### src/rtl/mem_bridge_seq.sv
// Clocked bridge between the CPU main bus and the memory data bus.
// Moves one word per request and sequences the memory strobes with programmable wait, hold and turnaround timing.
module mem_bridge_seq #(
    parameter int DATA_W      = 8,
    parameter int WAIT_CYCLES = 1,
    parameter int HOLD_CYCLES = 1,
    parameter int TURN_CYCLES = 1
) (
    input  logic              CLK,
    input  logic              RST_n,
    input  logic              MemBridge_Assert,
    input  logic              MemBridge_Direction,
    input  logic [DATA_W-1:0] MainBus_in,
    output logic [DATA_W-1:0] MainBus_out,
    output logic              MainBus_oe,
    input  logic [DATA_W-1:0] MEMDATA_in,
    output logic [DATA_W-1:0] MEMDATA_out,
    output logic              MEMDATA_oe,
    output logic              MEM_OE_n,
    output logic              MEM_WE_n,
    output logic              Busy,
    output logic              Done
);

    localparam int CNT_W = 4;
    localparam logic [CNT_W-1:0] WAIT_LD = CNT_W'(WAIT_CYCLES);
    localparam logic [CNT_W-1:0] HOLD_LD = CNT_W'(HOLD_CYCLES - 1);
    localparam logic [CNT_W-1:0] TURN_LD = CNT_W'((TURN_CYCLES > 0) ? TURN_CYCLES - 1 : 0);

    typedef enum logic [2:0] {
        S_IDLE,
        S_TURN,
        S_ACCESS,
        S_HOLD,
        S_DRIVE
    } state_t;

    state_t            r_state;
    state_t            w_state_nxt;
    logic [CNT_W-1:0]  r_cnt;
    logic [CNT_W-1:0]  w_cnt_nxt;
    logic              r_dir;
    logic              r_last_dir;
    logic [DATA_W-1:0] r_wdata;
    logic [DATA_W-1:0] r_rdata;
    logic              w_cnt_zero;
    logic              w_accept;
    logic              w_capture;
    logic              w_done;

    assign w_cnt_zero = (r_cnt == '0);
    assign w_accept   = (r_state == S_IDLE) && MemBridge_Assert;
    assign w_capture  = (r_state == S_ACCESS) && w_cnt_zero && !r_dir;
    assign w_done     = ((r_state == S_HOLD) && w_cnt_zero) || (r_state == S_DRIVE);

    // Each phase loads its length minus one into a shared down-counter; zero marks the phase's last cycle.
    always_comb begin
        // NOTE: every combinational output gets a default first so no path through the case can infer a latch.
        w_state_nxt = r_state;
        w_cnt_nxt   = r_cnt;
        case (r_state)
            S_IDLE: begin
                if (MemBridge_Assert) begin
                    if (MemBridge_Direction && !r_last_dir && (TURN_CYCLES > 0)) begin
                        w_state_nxt = S_TURN;
                        w_cnt_nxt   = TURN_LD;
                    end else begin
                        w_state_nxt = S_ACCESS;
                        w_cnt_nxt   = WAIT_LD;
                    end
                end
            end
            S_TURN: begin
                if (w_cnt_zero) begin
                    w_state_nxt = S_ACCESS;
                    w_cnt_nxt   = WAIT_LD;
                end else begin
                    w_cnt_nxt = r_cnt - CNT_W'(1);
                end
            end
            S_ACCESS: begin
                if (w_cnt_zero) begin
                    if (r_dir) begin
                        w_state_nxt = S_HOLD;
                        w_cnt_nxt   = HOLD_LD;
                    end else begin
                        w_state_nxt = S_DRIVE;
                    end
                end else begin
                    w_cnt_nxt = r_cnt - CNT_W'(1);
                end
            end
            S_HOLD: begin
                if (w_cnt_zero) begin
                    w_state_nxt = S_IDLE;
                end else begin
                    w_cnt_nxt = r_cnt - CNT_W'(1);
                end
            end
            S_DRIVE: w_state_nxt = S_IDLE;
            default: w_state_nxt = S_IDLE;
        endcase
    end

    always_ff @(posedge CLK or negedge RST_n) begin
        if (!RST_n) begin
            r_state <= S_IDLE;
            r_cnt   <= '0;
        end else begin
            // NOTE: sequential state uses non-blocking assignments so every register samples pre-edge values.
            r_state <= w_state_nxt;
            r_cnt   <= w_cnt_nxt;
        end
    end

    always_ff @(posedge CLK or negedge RST_n) begin
        if (!RST_n) begin
            r_dir      <= 1'b0;
            r_last_dir <= 1'b0;
            r_wdata    <= '0;
            r_rdata    <= '0;
        end else begin
            if (w_accept) begin
                r_dir <= MemBridge_Direction;
                if (MemBridge_Direction) begin
                    r_wdata <= MainBus_in;
                end
            end
            if (w_capture) begin
                r_rdata <= MEMDATA_in;
            end
            if (w_done) begin
                r_last_dir <= r_dir;
            end
        end
    end

    // Outputs decode only state and registers, so reset clears them asynchronously and no input reaches an output.
    assign Busy        = (r_state != S_IDLE);
    assign Done        = w_done;
    assign MainBus_oe  = (r_state == S_DRIVE);
    assign MainBus_out = r_rdata;
    assign MEMDATA_oe  = r_dir && ((r_state == S_ACCESS) || (r_state == S_HOLD));
    assign MEMDATA_out = r_wdata;
    assign MEM_WE_n    = !((r_state == S_ACCESS) && r_dir);
    assign MEM_OE_n    = !((r_state == S_ACCESS) && !r_dir);

endmodule

### config.mk
export PLATFORM = sky130hd
export DESIGN_NAME = mem_bridge_seq
export DESIGN_NICKNAME = d
export VERILOG_FILES = /design/src/rtl/mem_bridge_seq.sv
export SDC_FILE = /design/constraint.sdc
export NUM_CORES = 1
export LEC_CHECK = 0
export CORE_ASPECT_RATIO = 0.5
export CORE_UTILIZATION = 24
export CTS_BUF_LIST = sky130_fd_sc_hd__clkbuf_8
export DETAILED_ROUTE_END_ITERATION = 10
export MAX_ROUTING_LAYER = met4
export SYNTH_ARGS = -nofsm -noshare
export SYNTH_HDL_FRONTEND = slang
export SYNTH_SLANG_ARGS = --single-unit
### constraint.sdc
create_clock -name CLK -period 2.3 [get_ports CLK]
set_clock_uncertainty 0.1 [all_clocks]
set_input_delay 0.46 -clock CLK [delete_from_list [all_inputs] [get_ports CLK]]
set_output_delay 0.46 -clock CLK [all_outputs]
set_load 0.02 [all_outputs]
==> out/metrics.cfg, run 1 <==
[drt]
ant_nets = 0
vias_per_cell = 4.353
dr.first_iter.drc_count = 41
avgRoutedWirePerCell_um = 12.41
drtPass1Iterations = 4
drt_wl_total_mm = 2.779
drc = 0
vias = 975

[global_route]
grt_pass1_vias = 937
grt_pass1_wl_mm = 4.554
use_met1_pct = 12.57
grt-ovfl-total = 0
grt_usage_pct = 10.91
grt_use_met2_pct = 19.09
grt_max_degree = 26
grt-busiest-layer = met2
grt.met3_usage_pct = 2.340
antenna_found_initial = 0

[logic_synthesis]
ys_ff_latch = 25
yosys.area.top_type = dfrtp_1
avgSynthCellArea_um2 = 12.24
synthDistinctLibCells = 38
synth.top_cell.area_share_pct = 49.60
syn_area_um2 = 1261
yosysWarnings = 0
yosysSeqAreaShare_pct = 49.60
syn_inst = 103
syn_nets = 124
synth_area_leaders = dfrtp_1, mux2_4, mux2_2

[setup_path]
path_class = reg2out
required_ns = 1.74
path_cells = nor2_1 -> and2_1 -> clkdlybuf4s50_1
crit_buf_inv = 1
r2r_start = r_cnt[1]$_DFFE_PN0P_
r2r_slack_ns = 0.41
end_kind = output pin
worstPathMaxFanout = 9
cp-start-kind = register
slowest_stage = clkdlybuf4s50_1
rr_endpoint = MainBus_out[7]$_DFFE_PN0P_
path_delay_family = buffers and inverters
crit_arrival_ns = 1.68
r2r_cells = 6
max_stage_delay_ns = 0.61

[power]
pwr-share-seq_pct = 30.7
power_frac_comb_pct = 59.6
ir_worst_vdd_mv = 0.3169
p_sw_share_pct = 38.45
p_leak_nw = 0.8174
powerDensity_nw_per_um2 = 1429
power.internal_mw = 1.639
pwr-share-clk_pct = 9.7
switching_power_mw = 1.024

[sta]
hold_slack_ns = 0.4159
hold_viol_final = 0
period_share_pct = 97.22
max-slew-margin-rel_pct = 71.50
worst_slew_pin_slew_ns = 0.4270
drv_slew = 0
setup_viol = 0
rsz0062_at_grt = false
fin_crit_ns = 2.236
max_freq_mhz = 447.2
fin_tns_setup_ns = 0

[placed_design]
gp_congestion = 0.7586
port_buffers = 41
dp_cells = 220
hpwl_mm = 2.108

[floorplanning]
pin_count = 42
die_w_um = 104.5
core_um2 = 5000
initial_core_util_pct = 25.23
die_area_um2 = 5567
num_rows = 18
dieHeight_um = 53.26

[min_path]
holdCritStartpoint = MEMDATA_out[4]$_DFFE_PN0P_
worst_hold_path.num_cells = 1
min_to = MEMDATA_out[4]$_DFFE_PN0P_
hp-class = reg2reg

[cts]
cts_tree = built
cts_setup_buffers = 0
path_clk_slew_ns = 0.09
cts_sinks = 25
clk_latency_ns = 0.26
cts_buffers = 3
root_buffer = clkbuf_8
cts_max_level = 1
ctsLongestPathBuffers = 2

[outcome]
status = completed

[final_layout]
post_layout_nonfiller_instances = 224
nNetsFinal = 176
drive_gt1_share_pct = 26.62
most-common-layout-cells = clkdlybuf4s50_1, dfrtp_1, buf_4
final_util_pct = 37.26
final_common_cell = clkdlybuf4s50_1
diodes = 0
syn_to_final_growth_pct = 47.72

[flow_run]
cap_violations = 0

-- worst max-delay path by stage --
stage	end	cells past startpoint	startpoint
3_3_place_gp	Done	6	r_cnt[0]$_DFFE_PN0P_
3_5_place_dp	Done	6	r_cnt[1]$_DFFE_PN0P_
4_1_cts	Busy	4	r_state[2]$_DFFE_PN0P_
5_1_grt	Done	6	r_cnt[1]$_DFFE_PN0P_
2_1_floorplan	Done	5	r_cnt[0]$_DFFE_PN0P_
6_report	MainBus_oe	3	r_state[1]$_DFFE_PN0P_
-- stage by stage --
stage / area, um^2 / setup WS (ns) / power (mW)
CTS: 1849 / 0.02267 / 2.675
global placement: 1807 / -0.01094 / 2.391
detailed placement: 1807 / -0.02858 / 2.409
finish: 1863 / 0.06384 / 2.663
floorplan: 1261 / 0.4308 / 1.771
global route: 1863 / 0.01362 / 2.851
-- cells in the mapped netlist --
library cell / number
buf_4: 1
or3_1: 2
inv_1: 5
ha_1: 1
o31ai_1: 1
a211oi_1: 1
nand3_1: 1
o32ai_1: 1
or3b_4: 1
nor4_1: 1
o311a_1: 1
a311oi_2: 1
buf_2: 1
nand2_1: 3
or4_1: 1
a221oi_1: 1
clkbuf_1: 1
nor3b_1: 1
nor3b_4: 1
mux2_4: 8
nand3b_1: 1
a22oi_1: 1
or2b_1: 1
dfrtp_1: 25
nor2_1: 7
nand3_2: 1
buf_6: 1
nand2b_1: 2
a311oi_1: 2
and2_1: 1
nor2b_1: 2
a21o_1: 2
nand2b_4: 3
a21oi_1: 4
nor3_1: 2
o21ai_0: 5
nor3_2: 1
mux2_2: 8
-- repair_timing --
item	in CTS	in global routing
gates resized for setup	5	4
hold buffers	0	0
setup endpoints to repair	2	2
-- power groups by stage --
stage / clock, mW / combinational [mW] / sequential (mW)
after floorplan: 0 / 0.788 / 0.982
after global placement: 0 / 1.58 / 0.814
after detailed placement: 0 / 1.59 / 0.816
after CTS: 0.269 / 1.60 / 0.810
after global routing: 0.288 / 1.72 / 0.846
final: 0.259 / 1.59 / 0.817
-- layout make-up --
class / count / area, um^2
Clock buffer: 3 / 41.29
Clock inverter: 1 / 5.005
Inverter: 5 / 18.77
Fill cell: 511 / 3137
Multi-Input combinational cell: 69 / 598.1
Tap cell: 70 / 87.58
Timing Repair Buffer: 51 / 485.5
Sequential cell: 25 / 626.9
-- state kept, by name (all words and copies together), names as in the netlist --
register	flops
r_cnt	4
r_state	3
MEMDATA_out	8
MainBus_out	8
r_last_dir	1
r_dir	1
-- metal layers --
layer | share of wire (%) | vias to the layer above | wire length [um]
met2 | 49 | 16 | 1353
li1 | - | 475 | -
met5 | 0 | - | 0
met1 | 47 | 480 | 1306
met3 | 2.6 | 4 | 72
met4 | 1.7 | 0 | 46
-- kinds of logic after synthesis --
kind of cell	count (synthesis)	synth area share, %
AO/OA/AOI/OAI	20	11.31
adder cells (fa/ha/maj)	1	0.9919
buffers and inverters	9	3.670
flip-flops	25	49.60
multiplexers	16	16.67
AND/OR/NAND/NOR	32	17.76
No activity file was read; power rests on OpenSTA's default activity.
==> inputs of run 2 (changes only) <==
--- a/config.mk
+++ b/config.mk
@@ -5,6 +5,7 @@
 export SDC_FILE = /design/constraint.sdc
 export NUM_CORES = 1
 export LEC_CHECK = 0
+export CAP_MARGIN = 10
 export CORE_ASPECT_RATIO = 0.5
 export CORE_UTILIZATION = 24
 export CTS_BUF_LIST = sky130_fd_sc_hd__clkbuf_8
==> results of run 2 <==
Final layout, timing and power as in run 1 (identical DEF).
==> inputs of run 3 (changes only) <==
--- a/config.mk
+++ b/config.mk
@@ -11,6 +11,7 @@
 export CTS_BUF_LIST = sky130_fd_sc_hd__clkbuf_8
 export DETAILED_ROUTE_END_ITERATION = 10
 export MAX_ROUTING_LAYER = met4
+export SKIP_LAST_GASP = 1
 export SYNTH_ARGS = -nofsm -noshare
 export SYNTH_HDL_FRONTEND = slang
 export SYNTH_SLANG_ARGS = --single-unit
==> run 3 against run 2 <==
Core utilization fell by 0.15 points. Combinational power barely moved. Cell count is the same. Sequential share of layout area increased by 0.14 points. Clock-buffer cell count did not move. Global-route usage unchanged.
==> out/metrics.cfg, run 3 (synthesis results as in run 1) <==
[cts]
ctsLongestPathBuffers = 2  ; unchanged
root_buffer = clkbuf_8
cts_buffers = 3  ; unchanged
cts_max_level = 1  ; unchanged
cts_setup_buffers = 0  ; unchanged
path_clk_slew_ns = 0.09  ; about the same
clk_latency_ns = 0.26  ; about the same
cts_tree = built
cts_sinks = 25  ; unchanged

[flow_run]
cap_violations = 0  ; unchanged

[placed_design]
gp_congestion = 0.7586  ; unchanged
hpwl_mm = 2.108  ; unchanged
port_buffers = 41  ; unchanged
dp_slack_ns = -0.02858  ; unchanged
dp_cells = 220  ; unchanged
postPlaceCellArea_um2 = 1807  ; unchanged

[min_path]
holdCritStartpoint = MEMDATA_out[4]$_DFFE_PN0P_
hp-class = reg2reg

[final_layout]
drive_gt1_share_pct = 25.97  ; -0.65 points
post_layout_nonfiller_instances = 224  ; unchanged
syn_to_final_growth_pct = 47.12
fillers = 513  ; +0.39%
final_util_pct = 37.11  ; -0.15 points
final_common_cell = clkdlybuf4s50_1
nNetsFinal = 176  ; unchanged
most-common-layout-cells = clkdlybuf4s50_1, dfrtp_1, buf_4
diodes = 0  ; unchanged
final_area_um2 = 1856  ; -0.40%

[drt]
dr.first_iter.drc_count = 40  ; -2.4%
drtPass1Iterations = 4  ; unchanged
drc = 0  ; unchanged
vias_per_cell = 4.353  ; unchanged
ant_nets = 0  ; unchanged
drt_wl_total_mm = 2.793  ; +0.50%
avgRoutedWirePerCell_um = 12.47  ; +0.50%
vias = 975  ; unchanged

[sta]
worst_slew_pin_slew_ns = 0.4253  ; -0.001637 ns
period_share_pct = 97.39  ; +0.16 points
rsz0062_at_grt = true
setup_viol = 0  ; unchanged
setup_ws_ns = 0.06015  ; -0.003695 ns
max-slew-margin-rel_pct = 71.61  ; +0.11 points
hold_slack_ns = 0.4159  ; unchanged
fin_tns_setup_ns = 0  ; unchanged
fin_crit_ns = 2.240  ; +0.003695 ns
max_freq_mhz = 446.5  ; -0.17%
hold_viol_final = 0  ; unchanged
drv_slew = 0  ; unchanged

[floorplanning]
die_w_um = 104.5  ; unchanged
die_area_um2 = 5567  ; unchanged
dieHeight_um = 53.26  ; unchanged
initial_core_util_pct = 25.23  ; unchanged
pin_count = 42  ; unchanged
core_um2 = 5000  ; unchanged
num_rows = 18  ; unchanged

[setup_path]
r2r_start = r_cnt[1]$_DFFE_PN0P_
crit_arrival_ns = 1.68  ; about the same
path_class = reg2out
startpoint = r_dir$_DFFE_PN0P_
cp-start-kind = register
r2r_slack_ns = 0.41  ; about the same
worstPathMaxFanout = 6  ; -3
end_kind = output pin
required_ns = 1.74  ; about the same

[global_route]
grt_pass1_vias = 937  ; unchanged
grt_max_degree = 26  ; unchanged
grt_pass1_wl_mm = 4.554  ; unchanged
antenna_found_initial = 0  ; unchanged
grt_usage_pct = 10.91  ; unchanged
grt-ovfl-total = 0  ; unchanged

[power]
p_leak_nw = 0.8172  ; about the same
ir_worst_vdd_mv = 0.3175  ; +0.19%
total_power_mw = 2.664  ; about the same
powerDensity_nw_per_um2 = 1436  ; +0.46%

[outcome]
status = completed

[run 3: cell count changes in the layout (fill, tap and decap cells not counted), sizes merged]
cell	previous run	this run
dlymetal6s2s	1	0
clkdlybuf4s50	39	40
[run 3: path summary, 6_finish.rpt]
| path | cells after the start | end |
|---|---|---|
| worst max-delay path | 3 | MEM_WE_n |
| worst min register to register | 1 | MEMDATA_out[4]$_DFFE_PN0P_ |
| max in group asynchronous | 2 | r_state[1]$_DFFE_PN0P_ |
| worst min-delay path | 1 | MEMDATA_out[4]$_DFFE_PN0P_ |
| worst max register to register | 6 | MainBus_out[7]$_DFFE_PN0P_ |
| min in group asynchronous | 2 | MEMDATA_out[1]$_DFFE_PN0P_ |
[run 3: worst max-delay path, stage by stage, from the launching register on]
cell	delay, ns
dfrtp_1	0.46
inv_1	0.08
or3_1	0.34
clkdlybuf4s50_1	0.54
[run 3: routing by layer]
layer  track usage (%)  routed length, um  vias to the layer above  share of wire [%]
li1                  -                  -                      476                  -
met1             12.57               1329                      483                 48
met2             19.09               1353                       12                 48
met3             2.340                 62                        4                2.2
met4             4.524                 46                        0                1.6
met5                 -                  0                        -                  0
[run 3: what timing repair did]
| item | 4_1_cts | 5_1_grt |
|---|---|---|
| hold buffers | 0 | 0 |
| cloned | 0 | 0 |
| setup endpoints to repair | 2 | 2 |
| resized for setup | 4 | 2 |
[run 3: cell type report]
type,instances,area (um^2),share of cell area [%]
Clock buffer,3,41.29,2.225
Multi-Input combinational cell,69,595.6,32.10
Tap cell,70,87.58,4.720
Clock inverter,1,5.005,0.2697
Sequential cell,25,626.9,33.78
Timing Repair Buffer,51,480.5,25.89
Inverter,5,18.77,1.011
[run 3: power breakdown]
part	switching [mW]	total [mW]	internal (mW)	leakage [nW]
clock	0.138	0.259	0.121	0.0255
combinational	0.732	1.59	0.857	0.492
sequential	0.159	0.817	0.659	0.300
